==> config.mk <==
export PLATFORM = sky130hd
export DESIGN_NAME = operand_issue_flat
export DESIGN_NICKNAME = d
export VERILOG_FILES = /design/src/rtl/operand_issue_pkg.sv /design/src/rtl/operand_issue_if.sv /design/src/rtl/operand_issue_scoreboard.sv /design/src/rtl/operand_issue.sv /design/src/flat_wrapper.sv
export SDC_FILE = /design/constraint.sdc
export NUM_CORES = 1
export LEC_CHECK = 0
export CORE_ASPECT_RATIO = 0.8
export CORE_MARGIN = 3
export CORE_UTILIZATION = 35
export CTS_BUF_LIST = sky130_fd_sc_hd__clkbuf_8
export DETAILED_ROUTE_END_ITERATION = 7
export GPL_TIMING_DRIVEN = 0
export PLACE_DENSITY = 0.66
export SYNTH_ARGS = -nofsm -noshare
export SYNTH_HDL_FRONTEND = slang
export SYNTH_HIERARCHICAL = 1
export SYNTH_SLANG_ARGS = --single-unit
export TNS_END_PERCENT = 30
==> constraint.sdc <==
create_clock -name clk -period 4.2 [get_ports clk]
set_clock_uncertainty 0.1 [all_clocks]
set_input_delay 1.05 -clock clk [delete_from_list [all_inputs] [get_ports clk]]
set_output_delay 1.05 -clock clk [all_outputs]
set_load 0.01 [all_outputs]
==> src/rtl/operand_issue_pkg.sv <==
// -----------------------------------------------------------------------------
// operand_issue_pkg
// Shared definitions for the operand issue stage:
//   - RV32 major opcode constants (OP_*)
//   - dec_use_t : which register fields an instruction reads / writes
//   - decode_use(): opcode + rd field -> dec_use_t
// -----------------------------------------------------------------------------
package operand_issue_pkg;

    localparam logic [6:0] OP_LUI      = 7'b0110111;
    localparam logic [6:0] OP_AUIPC    = 7'b0010111;
    localparam logic [6:0] OP_JAL      = 7'b1101111;
    localparam logic [6:0] OP_JALR     = 7'b1100111;
    localparam logic [6:0] OP_BRANCH   = 7'b1100011;
    localparam logic [6:0] OP_LOAD     = 7'b0000011;
    localparam logic [6:0] OP_STORE    = 7'b0100011;
    localparam logic [6:0] OP_IMM      = 7'b0010011;
    localparam logic [6:0] OP_OP       = 7'b0110011;
    localparam logic [6:0] OP_MISC_MEM = 7'b0001111;
    localparam logic [6:0] OP_SYSTEM   = 7'b1110011;

    typedef struct packed {
        logic use_rs1;
        logic use_rs2;
        logic rd_we;
    } dec_use_t;

    // rd_we is already qualified with rd != 0, so x0 is never tracked.
    function automatic dec_use_t decode_use(input logic [6:0] opcode, input logic [4:0] rd);
        dec_use_t u;
        u = '0;
        case (opcode)
            OP_LUI, OP_AUIPC, OP_JAL: u.rd_we = 1'b1;
            OP_JALR, OP_LOAD, OP_IMM: begin
                u.use_rs1 = 1'b1;
                u.rd_we   = 1'b1;
            end
            OP_BRANCH, OP_STORE: begin
                u.use_rs1 = 1'b1;
                u.use_rs2 = 1'b1;
            end
            OP_OP: begin
                u.use_rs1 = 1'b1;
                u.use_rs2 = 1'b1;
                u.rd_we   = 1'b1;
            end
            OP_MISC_MEM, OP_SYSTEM: u = '0;
            default: u = '0;
        endcase
        u.rd_we = u.rd_we & (rd != 5'd0);
        return u;
    endfunction

endpackage

==> src/rtl/operand_issue_if.sv <==
// -----------------------------------------------------------------------------
// operand_issue_if
// Bundles every non-clock signal of the issue stage:
//   fetch side     : in_valid/in_ready/in_instr/in_pc
//   register file  : rf_r1/rf_r2 (addresses), rf_out_r1/rf_out_r2 (data)
//   writeback      : wb_valid/wb_rd/wb_data
//   redirect       : flush
//   execute side   : out_valid/out_ready/out_pc/out_instr/out_rs1_val/
//                    out_rs2_val/out_rd/out_rd_we
// modport slave  : the issue stage itself
// modport master : the surrounding pipeline (fetch, regfile, execute, wb)
// -----------------------------------------------------------------------------
interface operand_issue_if #(
    parameter int XLEN = 32
);
    logic            in_valid;
    logic            in_ready;
    logic [XLEN-1:0] in_instr;
    logic [XLEN-1:0] in_pc;
    logic [4:0]      rf_r1;
    logic [4:0]      rf_r2;
    logic [XLEN-1:0] rf_out_r1;
    logic [XLEN-1:0] rf_out_r2;
    logic            wb_valid;
    logic [4:0]      wb_rd;
    logic [XLEN-1:0] wb_data;
    logic            flush;
    logic            out_valid;
    logic            out_ready;
    logic [XLEN-1:0] out_pc;
    logic [XLEN-1:0] out_instr;
    logic [XLEN-1:0] out_rs1_val;
    logic [XLEN-1:0] out_rs2_val;
    logic [4:0]      out_rd;
    logic            out_rd_we;

    modport slave (
        input  in_valid, in_instr, in_pc, rf_out_r1, rf_out_r2,
               wb_valid, wb_rd, wb_data, flush, out_ready,
        output in_ready, rf_r1, rf_r2, out_valid, out_pc, out_instr,
               out_rs1_val, out_rs2_val, out_rd, out_rd_we
    );

    modport master (
        output in_valid, in_instr, in_pc, rf_out_r1, rf_out_r2,
               wb_valid, wb_rd, wb_data, flush, out_ready,
        input  in_ready, rf_r1, rf_r2, out_valid, out_pc, out_instr,
               out_rs1_val, out_rs2_val, out_rd, out_rd_we
    );
endinterface

==> src/rtl/operand_issue_scoreboard.sv <==
// -----------------------------------------------------------------------------
// operand_issue_scoreboard
// Busy bit per architectural register (bit 0 permanently clear).
// Ports:
//   clk, rst_n            clock, async active-low reset
//   set_en/set_idx        mark a register in flight (issue)
//   clr_en/clr_idx        writeback completion
//   fclr_en/fclr_idx      release the destination of a squashed entry
//   rs1_idx/rs2_idx/rd_idx -> rs1_busy/rs2_busy/rd_busy  combinational lookups
// -----------------------------------------------------------------------------
module operand_issue_scoreboard #(
    parameter int NREG = 32
) (
    input  logic       clk,
    input  logic       rst_n,
    input  logic       set_en,
    input  logic [4:0] set_idx,
    input  logic       clr_en,
    input  logic [4:0] clr_idx,
    input  logic       fclr_en,
    input  logic [4:0] fclr_idx,
    input  logic [4:0] rs1_idx,
    input  logic [4:0] rs2_idx,
    input  logic [4:0] rd_idx,
    output logic       rs1_busy,
    output logic       rs2_busy,
    output logic       rd_busy
);
    logic [NREG-1:0] busy_q;
    logic [NREG-1:0] busy_d;

    // Clears are applied first so a same-index set in the same cycle wins.
    always_comb begin
        busy_d = busy_q;
        if (clr_en)  busy_d[clr_idx]  = 1'b0;
        if (fclr_en) busy_d[fclr_idx] = 1'b0;
        if (set_en)  busy_d[set_idx]  = 1'b1;
        busy_d[0] = 1'b0;
    end

    always_ff @(posedge clk or negedge rst_n) begin
        if (!rst_n) busy_q <= '0;
        else        busy_q <= busy_d;
    end

    assign rs1_busy = busy_q[rs1_idx];
    assign rs2_busy = busy_q[rs2_idx];
    assign rd_busy  = busy_q[rd_idx];
endmodule

==> src/rtl/operand_issue.sv <==
// -----------------------------------------------------------------------------
// operand_issue
// Issue stage in front of the integer register file: decodes register usage,
// drives the register-file read addresses, stalls on RAW/WAW hazards against
// the in-flight scoreboard and captures the operands into a one-entry
// valid/ready register feeding execute.
// Ports:
//   clk    rising-edge clock
//   rst_n  asynchronous active-low reset
//   bus    operand_issue_if.slave (fetch, regfile, writeback, flush, execute)
// Build option:
//   OPERAND_ISSUE_WB_BYPASS_EN  forward wb_data to a source being written back
//                               in the same cycle (no extra bubble)
// -----------------------------------------------------------------------------
module operand_issue
    import operand_issue_pkg::*;
#(
    parameter int XLEN = 32,
    parameter int NREG = 32
) (
    input  logic           clk,
    input  logic           rst_n,
    operand_issue_if.slave bus
);
    dec_use_t        dec_p0;
    logic [4:0]      rs1_p0, rs2_p0, rd_p0;
    logic            fwd1_p0, fwd2_p0;
    logic            rs1_busy_p0, rs2_busy_p0, rd_busy_p0;
    logic            hazard_p0, ready_p0, accept_p0;
    logic [XLEN-1:0] op1_p0, op2_p0;

    logic            vld_p1;
    logic [XLEN-1:0] pc_p1, instr_p1, rs1_val_p1, rs2_val_p1;
    logic [4:0]      rd_p1;
    logic            rd_we_p1;

    // ---- p0: decode, hazard check, operand select ----
    assign rs1_p0 = bus.in_instr[19:15];
    assign rs2_p0 = bus.in_instr[24:20];
    assign rd_p0  = bus.in_instr[11:7];
    assign dec_p0 = decode_use(bus.in_instr[6:0], rd_p0);

    assign bus.rf_r1 = rs1_p0;
    assign bus.rf_r2 = rs2_p0;

`ifdef OPERAND_ISSUE_WB_BYPASS_EN
    assign fwd1_p0 = bus.wb_valid & (bus.wb_rd == rs1_p0) & (rs1_p0 != 5'd0);
    assign fwd2_p0 = bus.wb_valid & (bus.wb_rd == rs2_p0) & (rs2_p0 != 5'd0);
`else
    assign fwd1_p0 = 1'b0;
    assign fwd2_p0 = 1'b0;
`endif

    operand_issue_scoreboard #(.NREG(NREG)) u_sb (
        .clk      (clk),
        .rst_n    (rst_n),
        .set_en   (accept_p0 & dec_p0.rd_we),
        .set_idx  (rd_p0),
        .clr_en   (bus.wb_valid & (bus.wb_rd != 5'd0)),
        .clr_idx  (bus.wb_rd),
        .fclr_en  (bus.flush & vld_p1 & rd_we_p1),
        .fclr_idx (rd_p1),
        .rs1_idx  (rs1_p0),
        .rs2_idx  (rs2_p0),
        .rd_idx   (rd_p0),
        .rs1_busy (rs1_busy_p0),
        .rs2_busy (rs2_busy_p0),
        .rd_busy  (rd_busy_p0)
    );

    // WAW stalls too, which keeps at most one outstanding writer per register.
    assign hazard_p0 = (dec_p0.use_rs1 & rs1_busy_p0 & ~fwd1_p0)
                     | (dec_p0.use_rs2 & rs2_busy_p0 & ~fwd2_p0)
                     | (dec_p0.rd_we & rd_busy_p0);
    assign ready_p0  = ~bus.flush & ~hazard_p0 & (~vld_p1 | bus.out_ready);
    assign accept_p0 = bus.in_valid & ready_p0;
    assign bus.in_ready = ready_p0;

    always_comb begin
        op1_p0 = '0;
        op2_p0 = '0;
        if (dec_p0.use_rs1) op1_p0 = fwd1_p0 ? bus.wb_data : bus.rf_out_r1;
        if (dec_p0.use_rs2) op2_p0 = fwd2_p0 ? bus.wb_data : bus.rf_out_r2;
    end

    // ---- p1: output register toward execute ----
    // Flush takes priority over a simultaneous pop: the held entry is squashed.
    always_ff @(posedge clk or negedge rst_n) begin
        if (!rst_n) begin
            vld_p1     <= 1'b0;
            pc_p1      <= '0;
            instr_p1   <= '0;
            rs1_val_p1 <= '0;
            rs2_val_p1 <= '0;
            rd_p1      <= '0;
            rd_we_p1   <= 1'b0;
        end else if (bus.flush) begin
            vld_p1 <= 1'b0;
        end else if (accept_p0) begin
            vld_p1     <= 1'b1;
            pc_p1      <= bus.in_pc;
            instr_p1   <= bus.in_instr;
            rs1_val_p1 <= op1_p0;
            rs2_val_p1 <= op2_p0;
            rd_p1      <= rd_p0;
            rd_we_p1   <= dec_p0.rd_we;
        end else if (vld_p1 & bus.out_ready) begin
            vld_p1 <= 1'b0;
        end
    end

    assign bus.out_valid   = vld_p1;
    assign bus.out_pc      = pc_p1;
    assign bus.out_instr   = instr_p1;
    assign bus.out_rs1_val = rs1_val_p1;
    assign bus.out_rs2_val = rs2_val_p1;
    assign bus.out_rd      = rd_p1;
    assign bus.out_rd_we   = rd_we_p1;

`ifndef SYNTHESIS
    // Upstream must hold a stalled instruction unchanged until it is taken.
    logic            stall_q;
    logic [XLEN-1:0] stall_instr_q;

    always_ff @(posedge clk or negedge rst_n) begin
        if (!rst_n) stall_q <= 1'b0;
        else        stall_q <= bus.in_valid & ~ready_p0;
    end

    always_ff @(posedge clk) begin
        stall_instr_q <= bus.in_instr;
    end

    always_ff @(posedge clk) begin
        if (rst_n && stall_q)
            assert (bus.in_valid && (bus.in_instr == stall_instr_q));
    end
`endif
endmodule

==> src/flat_wrapper.sv <==
// flat-port wrapper written by rule: the top's interface ports become plain ports
module operand_issue_flat import operand_issue_pkg::*;
#(
    parameter int XLEN = 32,
    parameter int NREG = 32
)
  (clk, rst_n, bus_in_valid, bus_in_instr, bus_in_pc, bus_rf_out_r1, bus_rf_out_r2, bus_wb_valid, bus_wb_rd, bus_wb_data, bus_flush, bus_out_ready, bus_in_ready, bus_rf_r1, bus_rf_r2, bus_out_valid, bus_out_pc, bus_out_instr, bus_out_rs1_val, bus_out_rs2_val, bus_out_rd, bus_out_rd_we);
  operand_issue_if #(.XLEN(XLEN)) bus_i ();
  input  logic clk;
  input  logic rst_n;
  input wire logic [$bits(bus_i.in_valid)-1:0] bus_in_valid;
  input wire logic [$bits(bus_i.in_instr)-1:0] bus_in_instr;
  input wire logic [$bits(bus_i.in_pc)-1:0] bus_in_pc;
  input wire logic [$bits(bus_i.rf_out_r1)-1:0] bus_rf_out_r1;
  input wire logic [$bits(bus_i.rf_out_r2)-1:0] bus_rf_out_r2;
  input wire logic [$bits(bus_i.wb_valid)-1:0] bus_wb_valid;
  input wire logic [$bits(bus_i.wb_rd)-1:0] bus_wb_rd;
  input wire logic [$bits(bus_i.wb_data)-1:0] bus_wb_data;
  input wire logic [$bits(bus_i.flush)-1:0] bus_flush;
  input wire logic [$bits(bus_i.out_ready)-1:0] bus_out_ready;
  output wire logic [$bits(bus_i.in_ready)-1:0] bus_in_ready;
  output wire logic [$bits(bus_i.rf_r1)-1:0] bus_rf_r1;
  output wire logic [$bits(bus_i.rf_r2)-1:0] bus_rf_r2;
  output wire logic [$bits(bus_i.out_valid)-1:0] bus_out_valid;
  output wire logic [$bits(bus_i.out_pc)-1:0] bus_out_pc;
  output wire logic [$bits(bus_i.out_instr)-1:0] bus_out_instr;
  output wire logic [$bits(bus_i.out_rs1_val)-1:0] bus_out_rs1_val;
  output wire logic [$bits(bus_i.out_rs2_val)-1:0] bus_out_rs2_val;
  output wire logic [$bits(bus_i.out_rd)-1:0] bus_out_rd;
  output wire logic [$bits(bus_i.out_rd_we)-1:0] bus_out_rd_we;
  assign bus_i.in_valid = bus_in_valid;
  assign bus_i.in_instr = bus_in_instr;
  assign bus_i.in_pc = bus_in_pc;
  assign bus_i.rf_out_r1 = bus_rf_out_r1;
  assign bus_i.rf_out_r2 = bus_rf_out_r2;
  assign bus_i.wb_valid = bus_wb_valid;
  assign bus_i.wb_rd = bus_wb_rd;
  assign bus_i.wb_data = bus_wb_data;
  assign bus_i.flush = bus_flush;
  assign bus_i.out_ready = bus_out_ready;
  assign bus_in_ready = bus_i.in_ready;
  assign bus_rf_r1 = bus_i.rf_r1;
  assign bus_rf_r2 = bus_i.rf_r2;
  assign bus_out_valid = bus_i.out_valid;
  assign bus_out_pc = bus_i.out_pc;
  assign bus_out_instr = bus_i.out_instr;
  assign bus_out_rs1_val = bus_i.out_rs1_val;
  assign bus_out_rs2_val = bus_i.out_rs2_val;
  assign bus_out_rd = bus_i.out_rd;
  assign bus_out_rd_we = bus_i.out_rd_we;
  operand_issue #(.XLEN(XLEN), .NREG(NREG)) u_core (.clk(clk), .rst_n(rst_n), .bus(bus_i));
endmodule
==> impl_metrics.py <==
metrics = {
    "global_route": {
        "grt_first_pass_wirelength_um": 38000,
        "grt_pass1_vias": 6669,
        "global_route.usage.total_pct": 18.9,
        "initial_antenna_violation_count": 0,
        "gr-total-overflow": 0,
        "maximum_number_of_pins_on_one_net_before_global_route_repair": 116,
    },
    "clocking": {
        "clk_root_buffer_cell": "clkbuf_8",
        "clock_sink_count": 161,
        "worstSkewPairLatency_ns": 0.45,
        "clk_path_buf_depth": 2,
        "total_clock_buffers_created_by_cts": 17,
        "cts.htree.levels": 4,
        "clock_tree_from_tritoncts": "built",
        "cts.reportedPaths.clkPinSlew_ns": 0.09,
    },
    "synth": {
        "synth_area_per_cell_um2": 11.5,
        "yosysWarnings": 6,
        "synth_edf_count": 0,
        "mappedNetlistArea_mm2": 0.00838,
        "postSynth.asyncResetShare_pct": 100,
        "ys_ff_latch": 161,
        "synth_cells": 726,
        "syn_nets": 897,
        "synth_flop_cell": "dfrtp_1",
        "seq_area_frac_synth_pct": 48.1,
        "synth_cell_types": 48,
    },
    "placement": {
        "place_congestion": 0.866,
        "placed_cells": 1317,
        "placement.io_buffers": 284,
        "dp.final_hpwl_um": 19200,
        "placed_area_mm2": 0.0116,
    },
    "route": {
        "wl_met2_um": 11400,
        "detail_route.vias_per_cell": 4.95,
        "drtIter0Drc": 499,
        "routed_wire_length_um": 25200,
        "routedLengthMet1_um": 11200,
        "postRouteAntennaNets": 0,
        "detailroute.wirelength.met3_um": 2410,
        "num_vias": 6697,
        "avgRoutedWirePerCell_um": 18.6,
        "top_layer_used": "met4",
        "length_of_the_first_detailed_routing_pass_in_iterations": 5,
        "drt_drc_violations_left": 0,
    },
    "pwr": {
        "standby_leakage_power_nw": 5.40,
        "power.combinational.fraction_pct": 25.9,
        "p_switching_mw": 1.14,
        "irDropWorstVdd_uv": 181,
        "switching_share_pct": 28.7,
        "power_frac_seq_pct": 44.6,
        "internal-power_mw": 2.84,
        "power_frac_clock_pct": 29.5,
        "power_density_mw_per_mm2": 329,
    },
    "cells_and_area": {
        "num-fill-cells": 2064,
        "antennaDiodeCount": 0,
        "final_cells": 1353,
        "nets": 1205,
        "area_growth_from_synthesis_to_layout_pct": 44.6,
        "finish.instance_area_mm2": 0.0121,
        "final_layout_size_suffix_gt1_share_pct": 17.0,
    },
    "die": {
        "coreArea_mm2": 0.0230,
        "io_pins": 317,
        "die_width_um": 179,
        "floorplan.initialDensity_pct": 36.5,
        "die_height_um": 144,
        "fp.dieArea_mm2": 0.0258,
        "row_count": 49,
    },
    "sta": {
        "hold_viol": 0,
        "worst_pin_slew_ns": 1.08,
        "rel_slew_slack_pct": 27.1,
        "setup_violations": 0,
        "period_minus_slack_ns": 4.06,
        "finalCritPeriodShare_pct": 96.7,
        "grt_setup_unrepaired": "no",
        "timing.fmax_ghz": 0.246,
        "drv_slew": 0,
    },
    "worst_setup_path": {
        "cp_data_arrival_time_ns": 2.91,
        "crit_path_max_fanout": 8,
        "path_class": "primary input to output pin",
        "critPathCaptureType": "output pin",
        "data_required_time_at_the_worst_endpoint_ns": 3.05,
        "startpoint_class_of_the_critical_path": "primary input",
    },
    "run_status": {
        "outcome": "finished, final reports clean",
    },
    "hold_path": {
        "hold_path_class": "primary input to async pin",
    },
    "flow_run": {
        "max-cap-violations": 0,
    },
}
## critical path: stages
cell,delay [ns]
buf_6,0.13
mux4_2,0.51
nand2b_4,0.15
o211ai_1,0.09
nand4_1,0.21
nand2_1,0.15
a21oi_2,0.08
o21ai_4,0.16
nand2_2,0.07
a21oi_2,0.14
buf_2,0.16
## through the flow
stage | total power, mW | setup slack, ns | hold WS (ns) | setup TNS [ns] | utilization, %
final | 3.98 | 0.138 | 0.377 | 0 | 52.7
after global routing | 4.19 | 0.0107 | 0.368 | 0 | 52.7
after CTS | 4.04 | 0.00485 | 0.365 | 0 | 52.7
after detailed placement | 2.84 | -1.21 | 0.390 | -55.03 | 50.6
after global placement | 2.83 | -5.02 | 0.386 | -865.42 | 50.5
after floorplan | 2.25 | 0.347 | 0.385 | 0 | -
## kinds of logic (layout without fill, tap and decap cells)
| group | after synthesis | in the layout | synth area share (%) |
|---|---|---|---|
| muxes | 164 | 164 | 24.0 |
| DFF | 161 | 161 | 48.1 |
| buffers and inverters | 119 | 440 | 8.23 |
| and+or+nand+nor | 187 | 187 | 11.4 |
| AOI/OAI and AO/OA | 95 | 95 | 8.23 |
## state kept, by name, indices dropped and copies added (netlist names)
name	flops
u_core/u_sb/busy_q	31
u_core/bus.out_rs2_val	32
u_core/bus.out_rd_we	1
u_core/bus.out_pc	32
u_core/bus.out_instr	32
u_core/bus.out_rs1_val	32
u_core/bus.out_valid	1
## layout by cell type, fill, tap and decap left out, types with 4 or more instances in the layout
master and count:
inv_6 5, nor2_1 12, o21ai_0 16, nor3b_1 9, nand4_1 4, clkbuf_1 9
mux2_2 19, mux2i_1 90, nand3b_1 8, a22oi_1 21, buf_4 26, nand2_1 86
dfrtp_1 161, nor2b_1 6, clkdlybuf4s50_1 269, inv_1 69, nand2b_1 5, nand3_1 20
a22o_1 15, mux4_2 7, a21oi_1 10, buf_2 6, clkbuf_2 4, clkbuf_8 19
nor3_1 6, buf_12 5, o211ai_1 15, mux2_4 45, and3_1 5, buf_6 11
and3b_1 7
## worst paths after layout
kind	from	to	slack [ns]	cells past startpoint
worst max-delay path	bus_in_instr[15]	bus_in_ready	0.14	11
worst min-delay path	rst_n	u_core/u_sb/busy_q[28]	0.38	1
worst max register to register	u_core/u_sb/busy_q[20]	u_core/u_sb/busy_q[20]	0.61	13
worst min register to register	u_core/bus.out_instr[3]	u_core/bus.out_instr[3]	0.41	1
max in group asynchronous	rst_n	u_core/bus.out_rs2_val[0]	2.69	2
min in group clk	u_core/bus.out_instr[3]	u_core/bus.out_instr[3]	0.41	1
## layer usage
metal / global-route usage (%) / vias to the layer above
met5: 0 / -
met4: 3.85 / 0
met3: 5.80 / 20
met2: 29.6 / 293
met1: 26.2 / 3226
li1: - / 3158
## power by group through the flow
stage               combinational (mW)  clock [mW]  sequential (mW)
floorplan                        0.390           0             1.86
global placement                  1.02           0             1.80
detailed placement                1.03           0             1.81
CTS                               1.04        1.22             1.78
global route                      1.10        1.29             1.80
finish                            1.03        1.18             1.78
## cells in the mapped netlist, types with 2 or more instances
master	n	area [um2]
o21ai_0	16	80.1
nor2b_1	7	43.8
inv_1	69	259
nand4_1	4	25.0
nand2b_1	8	50.1
o2111ai_1	3	26.3
nor3b_2	2	25.0
nand3_1	20	100
nand4b_1	3	26.3
nand2_1	87	327
buf_2	6	30.0
nor2_1	12	45.0
a211oi_1	3	22.5
nor3b_1	10	75.1
nand3b_1	8	60.1
buf_12	5	100
mux4_2	6	135
and3b_1	7	61.3
a22oi_1	21	158
or2_2	2	12.5
clkbuf_1	9	33.8
a22o_1	15	131
buf_6	9	101
dfrtp_1	161	4030
a21oi_1	12	60.1
buf_4	20	150
nor3_1	6	30.0
or4_1	2	15.0
mux4_1	3	78.8
and3_1	5	31.3
mux2i_1	91	911
o21a_1	2	15.0
mux2_2	19	214
o211ai_1	15	113
mux2_4	45	676
## cell type report
type                    count  area (um2)  area share, %
flip-flops and latches    161        4030           33.2
multi-input cells         446        3720           30.7
repair buffers            291        2890           23.8
plain buffers              48         434           3.58
well taps                 306         383           3.16
clock buffers              19         262           2.16
inverters                  69         259           2.14
clock inverters            13         141           1.17
## repair_timing
item	CTS	global route
pin swaps	4	4
resized for setup	39	26
setup endpoints to repair	29	8
hold buffers	0	0
gates cloned	0	0
hold endpoints to repair	0	0
setup buffers	4	2
Power figures use the tool's default switching activity.
